<file path="src/rtl/mc_control_if.sv">
// rtl/mc_control_if.sv - bus between the multicycle control FSM and its datapath
interface mc_control_if;
  // datapath -> controller
  logic [5:0] op;
  logic       zero;
  logic       mem_ready;

  // controller -> datapath
  logic       iord;
  logic       mem_read;
  logic       mem_write;
  logic       ir_write;
  logic       reg_dst;
  logic       mem_to_reg;
  logic       reg_write;
  logic       alu_src_a;
  logic [1:0] alu_src_b;
  logic [1:0] alu_op;
  logic [1:0] pc_src;
  logic       pc_en;
  logic       instr_done;
  logic       illegal_op;
  logic [3:0] state;

  // datapath side
  modport master (
    output op, zero, mem_ready,
    input  iord, mem_read, mem_write, ir_write, reg_dst, mem_to_reg,
           reg_write, alu_src_a, alu_src_b, alu_op, pc_src, pc_en,
           instr_done, illegal_op, state
  );

  // controller side
  modport slave (
    input  op, zero, mem_ready,
    output iord, mem_read, mem_write, ir_write, reg_dst, mem_to_reg,
           reg_write, alu_src_a, alu_src_b, alu_op, pc_src, pc_en,
           instr_done, illegal_op, state
  );
endinterface

</file>
<file path="src/rtl/mc_control.sv">
// rtl/mc_control.sv - Moore control FSM for a multicycle MIPS-style datapath
module mc_control (
  input  logic        clk,
  input  logic        reset_n,
  mc_control_if.slave bus
);

  localparam logic [5:0] OP_R    = 6'b000000;
  localparam logic [5:0] OP_LW   = 6'b100011;
  localparam logic [5:0] OP_SW   = 6'b101011;
  localparam logic [5:0] OP_BEQ  = 6'b000100;
  localparam logic [5:0] OP_ADDI = 6'b001000;
  localparam logic [5:0] OP_J    = 6'b000010;

  typedef enum logic [3:0] {
    S_RESET  = 4'd0,
    S_FETCH  = 4'd1,
    S_DECODE = 4'd2,
    S_MEMADR = 4'd3,
    S_MEMRD  = 4'd4,
    S_MEMWB  = 4'd5,
    S_MEMWR  = 4'd6,
    S_EXEC   = 4'd7,
    S_ALUWB  = 4'd8,
    S_BRANCH = 4'd9,
    S_ADDIEX = 4'd10,
    S_ADDIWB = 4'd11,
    S_JUMP   = 4'd12
  } state_t;

  state_t     state_q;
  state_t     state_d;

  logic [5:0] op;
  logic       zero;
  logic       mem_ready;

  logic       iord;
  logic       mem_read;
  logic       mem_write;
  logic       ir_write;
  logic       reg_dst;
  logic       mem_to_reg;
  logic       reg_write;
  logic       alu_src_a;
  logic [1:0] alu_src_b;
  logic [1:0] alu_op;
  logic [1:0] pc_src;
  logic       pc_en;
  logic       instr_done;
  logic       illegal_op;

  assign op        = bus.op;
  assign zero      = bus.zero;
  assign mem_ready = bus.mem_ready;

  // state register; reset is asynchronous so a stalled access can be aborted
  always_ff @(posedge clk or negedge reset_n) begin
    if (!reset_n) begin
      state_q <= S_RESET;
    end else begin
      state_q <= state_d;
    end
  end

  // next-state and Moore outputs; unlisted strobes stay 0, unused codes recover to FETCH
  always_comb begin
    state_d    = S_FETCH;
    iord       = 1'b0;
    mem_read   = 1'b0;
    mem_write  = 1'b0;
    ir_write   = 1'b0;
    reg_dst    = 1'b0;
    mem_to_reg = 1'b0;
    reg_write  = 1'b0;
    alu_src_a  = 1'b0;
    alu_src_b  = 2'b00;
    alu_op     = 2'b00;
    pc_src     = 2'b00;
    pc_en      = 1'b0;
    instr_done = 1'b0;
    illegal_op = 1'b0;

    case (state_q)
      S_RESET: begin
        state_d = S_FETCH;
      end

      S_FETCH: begin
        // PC+4 through the ALU; IR and PC load only when the read returns
        mem_read  = 1'b1;
        alu_src_b = 2'b01;
        ir_write  = mem_ready;
        pc_en     = mem_ready;
        state_d   = mem_ready ? S_DECODE : S_FETCH;
      end

      S_DECODE: begin
        // branch target precomputed while the opcode is dispatched
        alu_src_b = 2'b11;
        case (op)
          OP_LW, OP_SW: state_d = S_MEMADR;
          OP_R:         state_d = S_EXEC;
          OP_BEQ:       state_d = S_BRANCH;
          OP_ADDI:      state_d = S_ADDIEX;
          OP_J:         state_d = S_JUMP;
          default: begin
            illegal_op = 1'b1;
            state_d    = S_FETCH;
          end
        endcase
      end

      S_MEMADR: begin
        alu_src_a = 1'b1;
        alu_src_b = 2'b10;
        state_d   = (op == OP_LW) ? S_MEMRD : S_MEMWR;
      end

      S_MEMRD: begin
        iord     = 1'b1;
        mem_read = 1'b1;
        state_d  = mem_ready ? S_MEMWB : S_MEMRD;
      end

      S_MEMWB: begin
        mem_to_reg = 1'b1;
        reg_write  = 1'b1;
        instr_done = 1'b1;
        state_d    = S_FETCH;
      end

      S_MEMWR: begin
        // the store completes, and the instruction ends, on the ready cycle
        iord       = 1'b1;
        mem_write  = 1'b1;
        instr_done = mem_ready;
        state_d    = mem_ready ? S_FETCH : S_MEMWR;
      end

      S_EXEC: begin
        alu_src_a = 1'b1;
        alu_op    = 2'b10;
        state_d   = S_ALUWB;
      end

      S_ALUWB: begin
        reg_dst    = 1'b1;
        reg_write  = 1'b1;
        instr_done = 1'b1;
        state_d    = S_FETCH;
      end

      S_BRANCH: begin
        // compare via subtract; PC takes the target held in ALUOut when equal
        alu_src_a  = 1'b1;
        alu_op     = 2'b01;
        pc_src     = 2'b01;
        pc_en      = zero;
        instr_done = 1'b1;
        state_d    = S_FETCH;
      end

      S_ADDIEX: begin
        alu_src_a = 1'b1;
        alu_src_b = 2'b10;
        state_d   = S_ADDIWB;
      end

      S_ADDIWB: begin
        reg_write  = 1'b1;
        instr_done = 1'b1;
        state_d    = S_FETCH;
      end

      S_JUMP: begin
        pc_src     = 2'b10;
        pc_en      = 1'b1;
        instr_done = 1'b1;
        state_d    = S_FETCH;
      end

      default: begin
        state_d = S_FETCH;
      end
    endcase
  end

  assign bus.iord       = iord;
  assign bus.mem_read   = mem_read;
  assign bus.mem_write  = mem_write;
  assign bus.ir_write   = ir_write;
  assign bus.reg_dst    = reg_dst;
  assign bus.mem_to_reg = mem_to_reg;
  assign bus.reg_write  = reg_write;
  assign bus.alu_src_a  = alu_src_a;
  assign bus.alu_src_b  = alu_src_b;
  assign bus.alu_op     = alu_op;
  assign bus.pc_src     = pc_src;
  assign bus.pc_en      = pc_en;
  assign bus.instr_done = instr_done;
  assign bus.illegal_op = illegal_op;
  assign bus.state      = state_q;

endmodule

</file>
<file path="src/flat_wrapper.sv">
// flat-port wrapper written by rule: the top's interface ports become plain ports
module mc_control_flat 
  (clk, reset_n, bus_op, bus_zero, bus_mem_ready, bus_iord, bus_mem_read, bus_mem_write, bus_ir_write, bus_reg_dst, bus_mem_to_reg, bus_reg_write, bus_alu_src_a, bus_alu_src_b, bus_alu_op, bus_pc_src, bus_pc_en, bus_instr_done, bus_illegal_op, bus_state);
  mc_control_if bus_i ();
  input  logic clk;
  input  logic reset_n;
  input wire logic [$bits(bus_i.op)-1:0] bus_op;
  input wire logic [$bits(bus_i.zero)-1:0] bus_zero;
  input wire logic [$bits(bus_i.mem_ready)-1:0] bus_mem_ready;
  output wire logic [$bits(bus_i.iord)-1:0] bus_iord;
  output wire logic [$bits(bus_i.mem_read)-1:0] bus_mem_read;
  output wire logic [$bits(bus_i.mem_write)-1:0] bus_mem_write;
  output wire logic [$bits(bus_i.ir_write)-1:0] bus_ir_write;
  output wire logic [$bits(bus_i.reg_dst)-1:0] bus_reg_dst;
  output wire logic [$bits(bus_i.mem_to_reg)-1:0] bus_mem_to_reg;
  output wire logic [$bits(bus_i.reg_write)-1:0] bus_reg_write;
  output wire logic [$bits(bus_i.alu_src_a)-1:0] bus_alu_src_a;
  output wire logic [$bits(bus_i.alu_src_b)-1:0] bus_alu_src_b;
  output wire logic [$bits(bus_i.alu_op)-1:0] bus_alu_op;
  output wire logic [$bits(bus_i.pc_src)-1:0] bus_pc_src;
  output wire logic [$bits(bus_i.pc_en)-1:0] bus_pc_en;
  output wire logic [$bits(bus_i.instr_done)-1:0] bus_instr_done;
  output wire logic [$bits(bus_i.illegal_op)-1:0] bus_illegal_op;
  output wire logic [$bits(bus_i.state)-1:0] bus_state;
  assign bus_i.op = bus_op;
  assign bus_i.zero = bus_zero;
  assign bus_i.mem_ready = bus_mem_ready;
  assign bus_iord = bus_i.iord;
  assign bus_mem_read = bus_i.mem_read;
  assign bus_mem_write = bus_i.mem_write;
  assign bus_ir_write = bus_i.ir_write;
  assign bus_reg_dst = bus_i.reg_dst;
  assign bus_mem_to_reg = bus_i.mem_to_reg;
  assign bus_reg_write = bus_i.reg_write;
  assign bus_alu_src_a = bus_i.alu_src_a;
  assign bus_alu_src_b = bus_i.alu_src_b;
  assign bus_alu_op = bus_i.alu_op;
  assign bus_pc_src = bus_i.pc_src;
  assign bus_pc_en = bus_i.pc_en;
  assign bus_instr_done = bus_i.instr_done;
  assign bus_illegal_op = bus_i.illegal_op;
  assign bus_state = bus_i.state;
  mc_control u_core (.clk(clk), .reset_n(reset_n), .bus(bus_i));
endmodule
</file>
<file path="config.mk">
export PLATFORM = sky130hd
export DESIGN_NAME = mc_control_flat
export DESIGN_NICKNAME = d
export VERILOG_FILES = /design/src/rtl/mc_control_if.sv /design/src/rtl/mc_control.sv /design/src/flat_wrapper.sv
export SDC_FILE = /design/constraint.sdc
export NUM_CORES = 1
export LEC_CHECK = 0
export BUFFER_PORTS_ARGS = -buffer_cell sky130_fd_sc_hd__buf_2
export CORE_AREA = 2 2 39 41
export CTS_BUF_LIST = sky130_fd_sc_hd__clkbuf_4 sky130_fd_sc_hd__clkbuf_8
export DETAILED_ROUTE_END_ITERATION = 8
export DIE_AREA = 0 0 41 43
export HOLD_SLACK_MARGIN = 0.02
export PLACE_DENSITY = 0.88
export SLEW_MARGIN = 20
export SYNTH_ARGS = -nofsm -noshare
export SYNTH_HDL_FRONTEND = slang
export SYNTH_SLANG_ARGS = --single-unit
export TNS_END_PERCENT = 20
</file>
<file path="constraint.sdc">
create_clock -name clk -period 3.5 [get_ports clk]
set_clock_uncertainty 0.05 [all_clocks]
set_input_delay 0.7 -clock clk [delete_from_list [all_inputs] [get_ports clk]]
set_output_delay 0.7 -clock clk [all_outputs]
set_load 0.05 [all_outputs]
</file>
==> results of run 1 <==
[cells in the final DEF (no fill, tap or decap), types with 2 or more instances in the layout]
cell type,count
sky130_fd_sc_hd__buf_2,30
sky130_fd_sc_hd__nor2_1,12
sky130_fd_sc_hd__nand2_1,8
sky130_fd_sc_hd__nor3_1,4
sky130_fd_sc_hd__a21oi_1,4
sky130_fd_sc_hd__dfrtp_1,4
sky130_fd_sc_hd__inv_1,3
sky130_fd_sc_hd__nand3_1,3
sky130_fd_sc_hd__o21ai_0,3
sky130_fd_sc_hd__and3b_1,3
sky130_fd_sc_hd__clkbuf_4,3
sky130_fd_sc_hd__nand2b_1,2
sky130_fd_sc_hd__and3_2,2
sky130_fd_sc_hd__and3_1,2
sky130_fd_sc_hd__and2b_1,2
sky130_fd_sc_hd__nor2b_1,2
sky130_fd_sc_hd__a31o_1,2
sky130_fd_sc_hd__o21ai_1,2
[stage by stage]
| stage | cells | util (%) | worst slack (ns) | hold slack (ns) | power [mW] |
|---|---|---|---|---|---|
| 5_1_grt | 126 | 53.98 | 0.7497 | 0.2099 | 0.7681 |
| 6_report | 126 | 53.98 | 0.8845 | 0.2127 | 0.7184 |
| 4_1_cts | 126 | 53.98 | 0.8979 | 0.2084 | 0.7207 |
| 2_1_floorplan | 84 | - | 0.5101 | 0.3544 | 0.5755 |
| 3_5_place_dp | 123 | 52.35 | 1.075 | 0.4560 | 0.6624 |
| 3_3_place_gp | 123 | 52.35 | 1.122 | 0.4555 | 0.6491 |
[worst reg2reg max path, stage by stage, from the launching register on]
cell	delay, ns
sky130_fd_sc_hd__dfrtp_1	0.65
sky130_fd_sc_hd__nor2b_1	0.34
sky130_fd_sc_hd__a21oi_1	0.11
sky130_fd_sc_hd__a31o_1	0.23
[power by group through the flow]
stage | sequential [mW] | clock, mW | combinational (mW)
4_1_cts | 0.132 | 0.0584 | 0.530
2_1_floorplan | 0.132 | 0 | 0.444
3_5_place_dp | 0.134 | 0 | 0.528
3_3_place_gp | 0.130 | 0 | 0.519
6_report | 0.134 | 0.0558 | 0.529
5_1_grt | 0.141 | 0.0612 | 0.566
[path summary, 6_finish.rpt]
| kind | to | cells after the start |
|---|---|---|
| min | u_core.bus.state[1]$_DFF_PN0_ | 1 |
| min in group clk | u_core.bus.state[3]$_DFF_PN0_ | 2 |
| max | bus_reg_write | 4 |
| min reg2reg | u_core.bus.state[3]$_DFF_PN0_ | 2 |
| max reg2reg | u_core.bus.state[0]$_DFF_PN0_ | 3 |
| max in group asynchronous | u_core.bus.state[2]$_DFF_PN0_ | 1 |
[layer usage]
layer  GRT usage [%]  part of all wire (%)  vias up
li1                -                     -      358
met1           28.76                    43      331
met2           31.25                    52       24
met3           4.712                   5.1        0
met4           10.00                     0        0
met5               0                     0        -
[cells by family after synthesis]
group	synth area share [%]
buffers and inverters	10.95
DFF	16.53
and+or+nand+nor	47.31
xor gates and xnor gates	1.447
AOI/OAI and AO/OA	23.76
[final cells by class]
class,count,share of cell area [%]
Inverter,4,2.010
Multi-Input combinational cell,69,58.79
Sequential cell,4,13.40
Clock buffer,3,3.015
Timing Repair Buffer,30,20.10
Tap cell,16,2.680
==> impl_results.rst, run 1 <==
.. list-table::
   :header-rows: 1

   * - Metric
     - Value
   * - Status
     - completed
   * - Final #Nets
     - about 120
   * - Relative contribution of the clock network to total power
     - between 7 and 8%
   * - Synth unique cells
     - 38
   * - Power share of the sequential group
     - between 10% and 20%
   * - Hold crit path type
     - primary input to asynchronous set/reset pin
   * - Final hold vios
     - 0
   * - Number of instances in the synthesized netlist
     - 84
   * - Worst Path Class, Setup
     - flip-flop to output pin
   * - Final critical-path share of the clock period
     - 74.73%
   * - Source-to-sink clock delay at the later pin of the worst-skew pair
     - between 0.2 and 0.25 ns
   * - Post-placement cell area
     - just over 700 sq um
   * - Count of buffers from port buffering
     - 30
   * - DR DRC count
     - 0
   * - Antenna violations before repair
     - 0
   * - Area Growth Syn to Fin
     - 23.35%
   * - Final TNS setup
     - 0 ns
   * - Net count after synthesis
     - between 90 and 100
   * - Top cells by area, synth
     - sky130_fd_sc_hd__dfrtp_1, sky130_fd_sc_hd__nor2_1, sky130_fd_sc_hd__buf_4, sky130_fd_sc_hd__nand2_1, sky130_fd_sc_hd__and3b_1
   * - Final weighted congestion of routability-driven global placement
     - between 0.7 and 0.8
   * - Synth warnings
     - 0
   * - Worst reg2reg startpoint
     - u_core.bus.state[2]$_DFF_PN0_
   * - Number of nets with antenna violations after detailed routing
     - 0
   * - Critical Path Start
     - u_core.bus.state[0]$_DFF_PN0_
   * - Area of all sequential standard cells
     - around 100 sq um
   * - Global-route wire length before repair
     - 2608 um
   * - Vias/cell
     - 5.659
   * - Number of register bits inferred by synthesis
     - 4
   * - Worst slew margin relative to its limit
     - approximately three fifths
   * - Layout cells sized above 1
     - 38.18%
   * - Largest net degree at the start of global routing
     - 24
   * - Kind of capture point of the worst setup path
     - output pin
   * - Number of resized instances in the post-cts repair step
     - 0
   * - PwrDens
     - around 960 nW/um^2
   * - Setup repair bufs after CTS
     - 0
   * - Ant. Diodes
     - 0
   * - Share of the synthesized area in the top cell type
     - ~17%
   * - Transition time at the pin with the least slew margin
     - 0.6187 ns
   * - Post-Syn Area per Cell
     - 7.209 sq um
   * - Clock net sink count
     - 4
   * - Number of DRC markers in iteration 0
     - 12
   * - Fraction of registers with async set or reset after synthesis
     - 100.0%
   * - Multi-input combinational cell area
     - roughly 440 sq um
   * - Clock-pin transition on the worst setup and hold timing paths
     - around 0.040 ns
   * - Part of the total power dissipated in combinational logic
     - 73.6%
   * - GRT overflow
     - 0
   * - Top-count cell post-synth
     - sky130_fd_sc_hd__nor2_1
   * - Kind of cell adding the most delay to the critical path
     - flip-flops
   * - Die X
     - about 41 um
   * - Setup repair after global routing missed its margin
     - no
   * - Count of pins on the block boundary
     - 31
   * - Clock buffer count from CTS
     - 3
   * - TritonCTS clock tree
     - yes
   * - Internal power contribution
     - between 200 and 250 uW
   * - Total of hold buffers inserted after clock tree synthesis
     - 0
   * - Cell area after layout
     - between 700 and 800 sq um
   * - Final setup viols
     - 0
   * - Die boundary height
     - roughly 43 um
   * - Max reg flops
     - 4
   * - Maximum operating frequency
     - 382.3 MHz
   * - Max clock buf depth
     - 2
   * - Detail Placement HPWL
     - between 1000 and 1500 um
   * - Starting Density
     - 43.76%
   * - Slack of the worst reg-to-reg path
     - approximately 2.0 ns
   * - Core region area
     - 1384 sq um
   * - Data required time at the worst endpoint
     - about 2.8 ns
   * - Fraction of the yosys area taken by sequential cells
     - 16.53%
   * - Post-Syn Area
     - approximately 610 sq um
   * - Number of levels the H-tree was split into
     - 1
   * - Average wire per cell in the routed design
     - around 13 um
   * - Buffer and inverter count on the worst path
     - 1
   * - Total net switching power
     - roughly 470 uW
   * - Maximum fanout encountered on the critical timing path
     - 23
   * - First-pass detailed-route iteration total
     - 4
   * - Total number of vias
     - slightly above 700
   * - Maximum vdd drop
     - 0.0003434 V
   * - Clock period minus worst slack
     - between 2 and 3 ns
   * - Number of global-route vias before repair
     - 603
   * - Final-layout fill cell count
     - between 100 and 150
   * - Root Buffer
     - sky130_fd_sc_hd__clkbuf_4
   * - Switching power as a share of total power
     - around 65%
   * - Leak pwr
     - 0.3822 nW
   * - Area of the die
     - ~1800 sq um
   * - Slowest-stage cell, CP
     - sky130_fd_sc_hd__dfrtp_1
   * - Library cell occupying the most area in the post-synthesis netlist
     - sky130_fd_sc_hd__dfrtp_1
   * - Number of synthesized flops with an enable pin
     - 0
   * - Max-cap violations
     - 0
   * - Startpoint Class
     - flip-flop
   * - Max-slew violation total from the final report
     - 0
   * - Cell types with the highest counts after synthesis
     - sky130_fd_sc_hd__nor2_1, sky130_fd_sc_hd__nand2_1
   * - Top FF cell, synth
     - sky130_fd_sc_hd__dfrtp_1
   * - Total number of placement rows
     - 14
   * - Delay of the slowest cell on the worst path
     - ~0.73 ns
   * - Global Route Usage Sum
     - 21.39%
   * - Final wirelength
     - about 1600 um
   * - Critical Path, Cell by Cell
     - and2b_1 > nor2_1 > a31o_1 > buf_2
   * - Arrival @ worst endpoint
     - between 1.5 and 2 ns
No activity file was read; power rests on OpenSTA's default activity.
==> run 2, diff against run 1 <==
--- a/config.mk
+++ b/config.mk
@@ -6,12 +6,12 @@
 export NUM_CORES = 1
 export LEC_CHECK = 0
 export BUFFER_PORTS_ARGS = -buffer_cell sky130_fd_sc_hd__buf_2
-export CORE_AREA = 2 2 39 41
+export CORE_MARGIN = 2
+export CORE_UTILIZATION = 42
 export CTS_BUF_LIST = sky130_fd_sc_hd__clkbuf_4 sky130_fd_sc_hd__clkbuf_8
 export DETAILED_ROUTE_END_ITERATION = 8
-export DIE_AREA = 0 0 41 43
 export HOLD_SLACK_MARGIN = 0.02
-export PLACE_DENSITY = 0.88
+export PLACE_DENSITY = 0.86
 export SLEW_MARGIN = 20
 export SYNTH_ARGS = -nofsm -noshare
 export SYNTH_HDL_FRONTEND = slang
==> constraint.sdc (replaced) <==
create_clock -name clk -period 2.3 [get_ports clk]
set_clock_uncertainty 0.05 [all_clocks]
set_input_delay 0.46 -clock clk [delete_from_list [all_inputs] [get_ports clk]]
set_output_delay 0.46 -clock clk [all_outputs]
set_load 0.05 [all_outputs]
==> run 2 against run 1 <==
Net effect: sequential share of layout area shrank 0.72 points; count of clock-buffer cells in the layout is the same; setup slack lost 0.76 ns; non-clock buffer count grew 5; critical endpoint is now bus_illegal_op; design area grew 7.0%; die area is essentially flat; global-route usage shrank 0.26 points; via count grew 2.2%.
==> impl_results.rst, run 2 (same netlist as run 1, synthesis figures left out) <==
.. list-table::
   :header-rows: 1

   * - Metric
     - Value
   * - Maximum operating frequency
     - between 400 and 500 MHz
   * - Final weighted congestion of routability-driven global placement
     - 0.8536 (+13%)
   * - Startpoint Class
     - flip-flop
   * - Area Growth Syn to Fin
     - 32.02%
   * - Layout cells sized above 1
     - 43.48% (+5.3 points)
   * - Worst Path Class, Setup
     - flip-flop to output pin
   * - First-pass detailed-route iteration total
     - 4 (unchanged)
   * - Detail Placement HPWL
     - 1364 um (+16%)
   * - Final #Nets
     - 127 (+4.1%)
   * - Final critical-path share of the clock period
     - between 90 and 100%
   * - Core region area
     - 1318 sq um (-4.8%)
   * - Most common library cell in the layout ignoring fill and taps
     - sky130_fd_sc_hd__buf_2
   * - Reg2reg path depth
     - 4 (+1)
   * - Maximum vdd drop
     - 0.0006472 V (+88%)
   * - Worst reg2reg startpoint
     - u_core.bus.state[2]$_DFF_PN0_
   * - Final-layout fill cell count
     - 128 (-13%)
   * - Count of pins on the block boundary
     - 31 (unchanged)
   * - Final hold vios
     - 0 (unchanged)
   * - Source-to-sink clock delay at the later pin of the worst-skew pair
     - 0.24 ns (about the same)
   * - Vias/cell
     - 5.608 (-0.90%)
   * - Hold crit path type
     - primary input to asynchronous set/reset pin
   * - Max reg flops
     - 4 (unchanged)
   * - Average wire per cell in the routed design
     - 13.38 um (+5.5%)
   * - Kind of capture point of the worst setup path
     - output pin
   * - Area of all sequential standard cells
     - 101.3 sq um (+1.2%)
   * - Status
     - completed
   * - Clock-pin transition on the worst setup and hold timing paths
     - 0.04 ns (about the same)
   * - Transition time at the pin with the least slew margin
     - 0.4183 ns (-0.2004 ns)
   * - Hold slack
     - 0.4982 ns (+0.2855 ns)
   * - Number of DRC markers in iteration 0
     - 12 (unchanged)
   * - Number of global-route vias before repair
     - 650 (+7.8%)
   * - Pwr Total
     - 1.156 mW (+61%)
   * - Ant. Diodes
     - 0 (unchanged)
   * - Worst slew margin relative to its limit
     - 72.11% (+13 points)
   * - Clock period minus worst slack
     - 2.174 ns
   * - Max clock buf depth
     - 2 (unchanged)
   * - PwrDens
     - 1446 nW/um^2 (+50%)
   * - Max-cap violations
     - 0 (unchanged)
   * - Maximum fanout encountered on the critical timing path
     - 9 (-61%)
   * - Commonest cells after routing, fill and taps aside
     - sky130_fd_sc_hd__buf_2, sky130_fd_sc_hd__nor2_1, sky130_fd_sc_hd__nand2_1, sky130_fd_sc_hd__a21oi_1, sky130_fd_sc_hd__buf_4
   * - TritonCTS clock tree
     - yes
   * - GRT overflow
     - 0 (unchanged)
   * - Die boundary height
     - 41.97 um (-2.4%)
   * - Antenna violations before repair
     - 0 (unchanged)
   * - Total number of vias
     - 729 (+2.2%)
   * - Last element of the critical path
     - bus_illegal_op
   * - Area of the die
     - 1761 sq um (about the same)
   * - Max-slew violation total from the final report
     - 0 (unchanged)
   * - Leak pwr
     - 0.4108 nW (+7.5%)
   * - Number of nets with antenna violations after detailed routing
     - 0 (unchanged)
   * - Worst R2R End
     - u_core.bus.state[1]$_DFF_PN0_
   * - Largest net degree at the start of global routing
     - 16 (-33%)
   * - Number of levels the H-tree was split into
     - 1 (unchanged)
   * - Count of buffers from port buffering
     - 30 (unchanged)
   * - Clock buffer count from CTS
     - 3 (unchanged)
   * - Arrival @ worst endpoint
     - 1.66 ns (-0.21 ns)
   * - Setup repair after global routing missed its margin
     - no
   * - Final wirelength
     - 1739 um (+8.8%)
   * - Critical Path Start
     - u_core.bus.state[2]$_DFF_PN0_
   * - Starting Density
     - 45.96% (+2.2 points)
   * - Slack of the worst reg-to-reg path
     - 0.85 ns (-1.16 ns)
   * - Die X
     - 41.97 um (+2.4%)
   * - Multi-input combinational cell area
     - 451.7 sq um (+2.8%)
   * - Global-route wire length before repair
     - 2898 um (+11%)
   * - Root Buffer
     - sky130_fd_sc_hd__clkbuf_4
   * - Global Route Usage Sum
     - 21.13% (-0.26 points)
   * - Clock net sink count
     - 4 (unchanged)
   * - Total number of placement rows
     - 13 (-1)
   * - Data required time at the worst endpoint
     - 1.79 ns (-0.96 ns)
   * - DR DRC count
     - 0 (unchanged)
   * - Final setup viols
     - 0 (unchanged)
## run 2: cell type report
class,instances,share of cell area (%)
inverters,4,1.878
repair buffers,35,23.79
clock buffers,3,2.817
multi-input cells,69,56.49
flip-flops and latches,4,12.68
well taps,15,2.347
## run 2: per-layer routing
metal / GRT usage (%) / wire length (um) / vias up / share of wire, %
li1: - / - / 371 / -
met4: 7.742 / 8 / 0 / 0.46
met2: 38.13 / 929 / 25 / 53
met1: 24.21 / 715 / 331 / 41
met5: 0 / 0 / - / 0
met3: 4.310 / 85 / 2 / 4.9
## run 2: critical path, stage by stage (launching register included)
cell and delay, ns:
sky130_fd_sc_hd__dfrtp_1 0.45, sky130_fd_sc_hd__buf_4 0.21, sky130_fd_sc_hd__nor2_1 0.16, sky130_fd_sc_hd__nand2_1 0.09, sky130_fd_sc_hd__and4b_1 0.25, sky130_fd_sc_hd__buf_2 0.26
## run 2: how the worst min path moves through the flow
stage                       start                       endpoint  slack, ns  depth (start not counted)
after floorplan           reset_n  u_core.bus.state[0]$_DFF_PN0_       0.11                          0
after global placement    reset_n  u_core.bus.state[2]$_DFF_PN0_       0.21                          1
after detailed placement  reset_n  u_core.bus.state[2]$_DFF_PN0_       0.21                          1
after CTS                 reset_n  u_core.bus.state[1]$_DFF_PN0_       0.50                          2
after global routing      reset_n  u_core.bus.state[1]$_DFF_PN0_       0.51                          2
final                     reset_n  u_core.bus.state[1]$_DFF_PN0_       0.50                          2
## run 2: what timing repair did
| action | CTS | global route |
|---|---|---|
| buffers inserted | 0 | 0 |
| hold buffers | 1 | 0 |
| endpoints found under the setup margin | 0 | 1 |
| gates resized for setup | 0 | 1 |
| hold endpoints to repair | 4 | 0 |
## run 2: report_power, final
| group | switching, mW | internal (mW) |
|---|---|---|
| clock | 0.0317 | 0.0586 |
| combinational | 0.649 | 0.261 |
| sequential | 0.0591 | 0.0962 |
## run 2: stage by stage
step,cells,setup TNS [ns],setup slack [ns],instance area [sq um],util [%]
floorplan,84,-1.129,-0.2763,618.1,-
global placement,126,0,0.3788,765.7,58.12
detailed placement,126,0,0.3227,765.7,58.12
CTS,130,0,0.06795,798.3,60.59
global route,130,0,0.04932,799.5,60.68
finish,130,0,0.1264,799.5,60.68
==> run 3, diff against run 2 <==
--- a/config.mk
+++ b/config.mk
@@ -5,13 +5,15 @@
 export SDC_FILE = /design/constraint.sdc
 export NUM_CORES = 1
 export LEC_CHECK = 0
+export ABC_AREA = 1
 export BUFFER_PORTS_ARGS = -buffer_cell sky130_fd_sc_hd__buf_2
 export CORE_MARGIN = 2
-export CORE_UTILIZATION = 42
+export CORE_UTILIZATION = 40
 export CTS_BUF_LIST = sky130_fd_sc_hd__clkbuf_4 sky130_fd_sc_hd__clkbuf_8
 export DETAILED_ROUTE_END_ITERATION = 8
+export GPL_TIMING_DRIVEN = 0
 export HOLD_SLACK_MARGIN = 0.02
-export PLACE_DENSITY = 0.86
+export PLACE_DENSITY = 0.84
 export SLEW_MARGIN = 20
 export SYNTH_ARGS = -nofsm -noshare
 export SYNTH_HDL_FRONTEND = slang
==> run 3 against run 2 <==
Net effect: non-clock buffer count shrank 3; core utilization down 1.7 points; combinational power is 1% higher; maximum frequency is 2.9% higher; cell count is 16% higher; flip-flop and latch count stayed put; synthesized area shrank 8.1%; synthesized cell count grew 21%; die area shrank 3.1%; setup slack improved by 0.062 ns; count of clock-buffer cells in the layout is the same; global-route usage decreased by 2.7 points; critical path type unchanged; critical endpoint unchanged.
==> impl_results.rst, run 3 <==
.. list-table::
   :header-rows: 1

   * - Metric
     - Value
   * - Leak pwr
     - 0.5320 nW (+30%)
   * - Number of synthesized flops with an enable pin
     - 0 (unchanged)
   * - Core region area
     - 1301 sq um (-1.2%)
   * - Commonest cells after routing, fill and taps aside
     - sky130_fd_sc_hd__buf_2, sky130_fd_sc_hd__nand2_1, sky130_fd_sc_hd__nor2_1, sky130_fd_sc_hd__nand3_1, sky130_fd_sc_hd__inv_1
   * - Global route hottest layer
     - met2
   * - TritonCTS clock tree
     - yes
   * - Final weighted congestion of routability-driven global placement
     - 0.8195 (-4.0%)
   * - Clock net sink count
     - 4 (unchanged)
   * - Number of DRC markers in iteration 0
     - 8 (-4)
   * - Starting Density
     - 42.79% (-3.2 points)
   * - Hold crit path type
     - primary input to flip-flop
   * - Maximum operating frequency
     - 473.5 MHz (+2.9%)
   * - Max-slew violation total from the final report
     - 0 (unchanged)
   * - Data required time at the worst endpoint
     - 1.79 ns (about the same)
   * - Synth unique cells
     - 17 (-55%)
   * - Die boundary height
     - 41.31 um (-1.6%)
   * - Kind of capture point of the worst setup path
     - output pin
   * - Final hold vios
     - 0 (unchanged)
   * - Max reg flops
     - 4 (unchanged)
   * - Average wire per cell in the routed design
     - 9.788 um (-27%)
   * - Ant. Diodes
     - 0 (unchanged)
   * - Antenna violations before repair
     - 0 (unchanged)
   * - Status
     - completed
   * - Max clock buf depth
     - 2 (unchanged)
   * - Count of buffers from port buffering
     - 30 (unchanged)
   * - Startpoint Class
     - flip-flop
   * - Number of resized instances in the post-cts repair step
     - 0 (unchanged)
   * - Total number of vias
     - 719 (-1.4%)
   * - Maximum vdd drop
     - 0.0005068 V (-22%)
   * - Clock buffer count from CTS
     - 3 (unchanged)
   * - Arrival @ worst endpoint
     - 1.60 ns (-0.06 ns)
   * - Vias/cell
     - 4.762 (-15%)
   * - Share of the synthesized area in the top cell type
     - 19.55% (+3.0 points)
   * - Final #Nets
     - 148 (+17%)
   * - PwrDens
     - 1487 nW/um^2 (+2.8%)
   * - Root Buffer
     - sky130_fd_sc_hd__clkbuf_4
   * - Layout cells sized above 1
     - 36.76% (-6.7 points)
   * - Fraction of the yosys area taken by sequential cells
     - 17.98% (+1.4 points)
   * - Clock-pin transition on the worst setup and hold timing paths
     - 0.04 ns (about the same)
   * - Detail Placement HPWL
     - 1268 um (-7.0%)
   * - Worst slew margin relative to its limit
     - 80.82% (+8.7 points)
   * - Post-Syn Area
     - 556.8 sq um (-8.1%)
   * - Source-to-sink clock delay at the later pin of the worst-skew pair
     - 0.23 ns (about the same)
   * - Global Route Usage Sum
     - 18.46% (-2.7 points)
   * - Total number of placement rows
     - 13 (unchanged)
   * - Final Non-Filler Cells
     - 151 (+16%)
   * - Clock period minus worst slack
     - 2.112 ns (-0.06168 ns)
   * - GRT met1 Usage
     - 19.22% (-5.0 points)
   * - Synth warnings
     - 0 (unchanged)
   * - Final wirelength
     - 1478 um (-15%)
   * - Cell types with the highest counts after synthesis
     - sky130_fd_sc_hd__nand2_1, sky130_fd_sc_hd__nor2_1, sky130_fd_sc_hd__nand3_1
   * - Top cells by area, synth
     - sky130_fd_sc_hd__nand2_1, sky130_fd_sc_hd__dfrtp_1, sky130_fd_sc_hd__nand3_1, sky130_fd_sc_hd__nor2_1, sky130_fd_sc_hd__inv_1
   * - Final critical-path share of the clock period
     - 91.82% (-2.7 points)
   * - Top-count cell post-synth
     - sky130_fd_sc_hd__nand2_1
   * - Most common library cell in the layout ignoring fill and taps
     - sky130_fd_sc_hd__buf_2
   * - Top FF cell, synth
     - sky130_fd_sc_hd__dfrtp_1
   * - Final TNS setup
     - 0 ns (unchanged)
   * - Maximum fanout encountered on the critical timing path
     - 5 (-4)
   * - Post-Syn Area per Cell
     - 5.459 sq um (-24%)
   * - Number of global-route vias before repair
     - 556 (-14%)
   * - Number of nets with antenna violations after detailed routing
     - 0 (unchanged)
   * - Count of pins on the block boundary
     - 31 (unchanged)
   * - Area of the die
     - 1707 sq um (-3.1%)
   * - Number of levels the H-tree was split into
     - 1 (unchanged)
   * - Area Growth Syn to Fin
     - 37.75%
   * - Fraction of met3 tracks used by global routing
     - 0% (-4.3 points)
   * - GRT overflow
     - 0 (unchanged)
   * - Die X
     - 41.31 um (-1.6%)
   * - Max-cap violations
     - 0 (unchanged)
   * - First-pass detailed-route iteration total
     - 4 (unchanged)
   * - Met2 GRT Util
     - 39.45% (+1.3 points)
   * - DR DRC count
     - 0 (unchanged)
   * - Setup repair after global routing missed its margin
     - no
   * - Worst Path Class, Setup
     - flip-flop to output pin
   * - Library cell occupying the most area in the post-synthesis netlist
     - sky130_fd_sc_hd__nand2_1
   * - Hold slack
     - 0.5154 ns (+0.01719 ns)
   * - Placed insts
     - 147 (+17%)
   * - Net count after synthesis
     - 112 (+19%)
   * - Number of register bits inferred by synthesis
     - 4 (unchanged)
   * - Final setup viols
     - 0 (unchanged)
   * - Fraction of registers with async set or reset after synthesis
     - 100.0% (unchanged)
   * - Number of instances in the synthesized netlist
     - 102 (+21%)
   * - Global-route wire length before repair
     - 2111 um (-27%)
   * - Transition time at the pin with the least slew margin
     - 0.2867 ns (-0.1317 ns)
   * - Largest net degree at the start of global routing
     - 7 (-9)
[run 3: changes by cell type in the layout (fill, tap and decap cells not counted), sizes merged, moves of 4 or more]
cell,previous run,this run
nand2,8,31
inv,4,18
nand3,3,16
nor2,12,25
a21oi,4,0
and3,4,0
[run 3: cell type report]
type,count,area (sq um)
repair buffers,31,160.2
plain buffers,1,7.507
inverters,18,67.56
flip-flops and latches,4,100.1
fillers,134,534.3
multi-input cells,79,390.4
clock buffers,3,22.52
well taps,15,18.77
[run 3: per-layer routing]
metal,wire [um],part of all wire [%],up-vias
met4,14,0.95,0
met5,0,0,-
li1,-,-,387
met1,600,41,305
met3,90,6.1,2
met2,773,52,25
[run 3: through the flow]
stage               instance area, sq um  worst slack [ns]  total power, mW  utilization [%]
finish                             767.0            0.1881            1.140            58.94
global route                       767.0           0.09867            1.219            58.94
CTS                                767.0            0.1716            1.144            58.94
detailed placement                 734.5            0.4209            1.058            56.44
global placement                   734.5            0.4386            1.042            56.44
floorplan                          565.5           -0.1960           0.8715                -
[run 3: critical path, stage by stage (launching register included)]
cell                      delay [ns]
sky130_fd_sc_hd__dfrtp_1        0.43
sky130_fd_sc_hd__nor2_2         0.22
sky130_fd_sc_hd__inv_2          0.11
sky130_fd_sc_hd__nor2_8         0.12
sky130_fd_sc_hd__inv_2          0.05
sky130_fd_sc_hd__nor3_2         0.16
sky130_fd_sc_hd__buf_2          0.28
[run 3: worst paths after layout]
check,from,to,slack [ns],depth (start not counted)
worst max-delay path,u_core.bus.state[3]$_DFF_PN0_,bus_illegal_op,0.19,6
worst min-delay path,bus_op[4],u_core.bus.state[2]$_DFF_PN0_,0.52,4
worst max register to register,u_core.bus.state[2]$_DFF_PN0_,u_core.bus.state[0]$_DFF_PN0_,1.06,7
worst min register to register,u_core.bus.state[2]$_DFF_PN0_,u_core.bus.state[0]$_DFF_PN0_,0.74,5
max in group asynchronous,reset_n,u_core.bus.state[1]$_DFF_PN0_,1.55,2
min in group asynchronous,reset_n,u_core.bus.state[2]$_DFF_PN0_,0.54,2
[run 3: logic make-up (layout without fill, tap and decap cells)]
group                  Yosys count  in the layout  share of synthesized area, %
AND/OR/NAND/NOR                 77             77                         66.07
flip-flops                       4              4                         17.98
AO/OA/AOI/OAI                    2              2                         2.471
buffers and inverters           19             53                         13.48
[run 3: power by group]
part | leakage, nW | total [mW] | internal (mW) | switching [mW]
Clock | 0.0138 | 0.0855 | 0.0582 | 0.0272
Sequential | 0.0511 | 0.136 | 0.0970 | 0.0392
Combinational | 0.467 | 0.919 | 0.202 | 0.717
[run 3: what timing repair did]
item / in CTS / in global routing
endpoints found under the hold margin: 4 / 0
buffers inserted: 0 / 0
hold buffers: 1 / 0
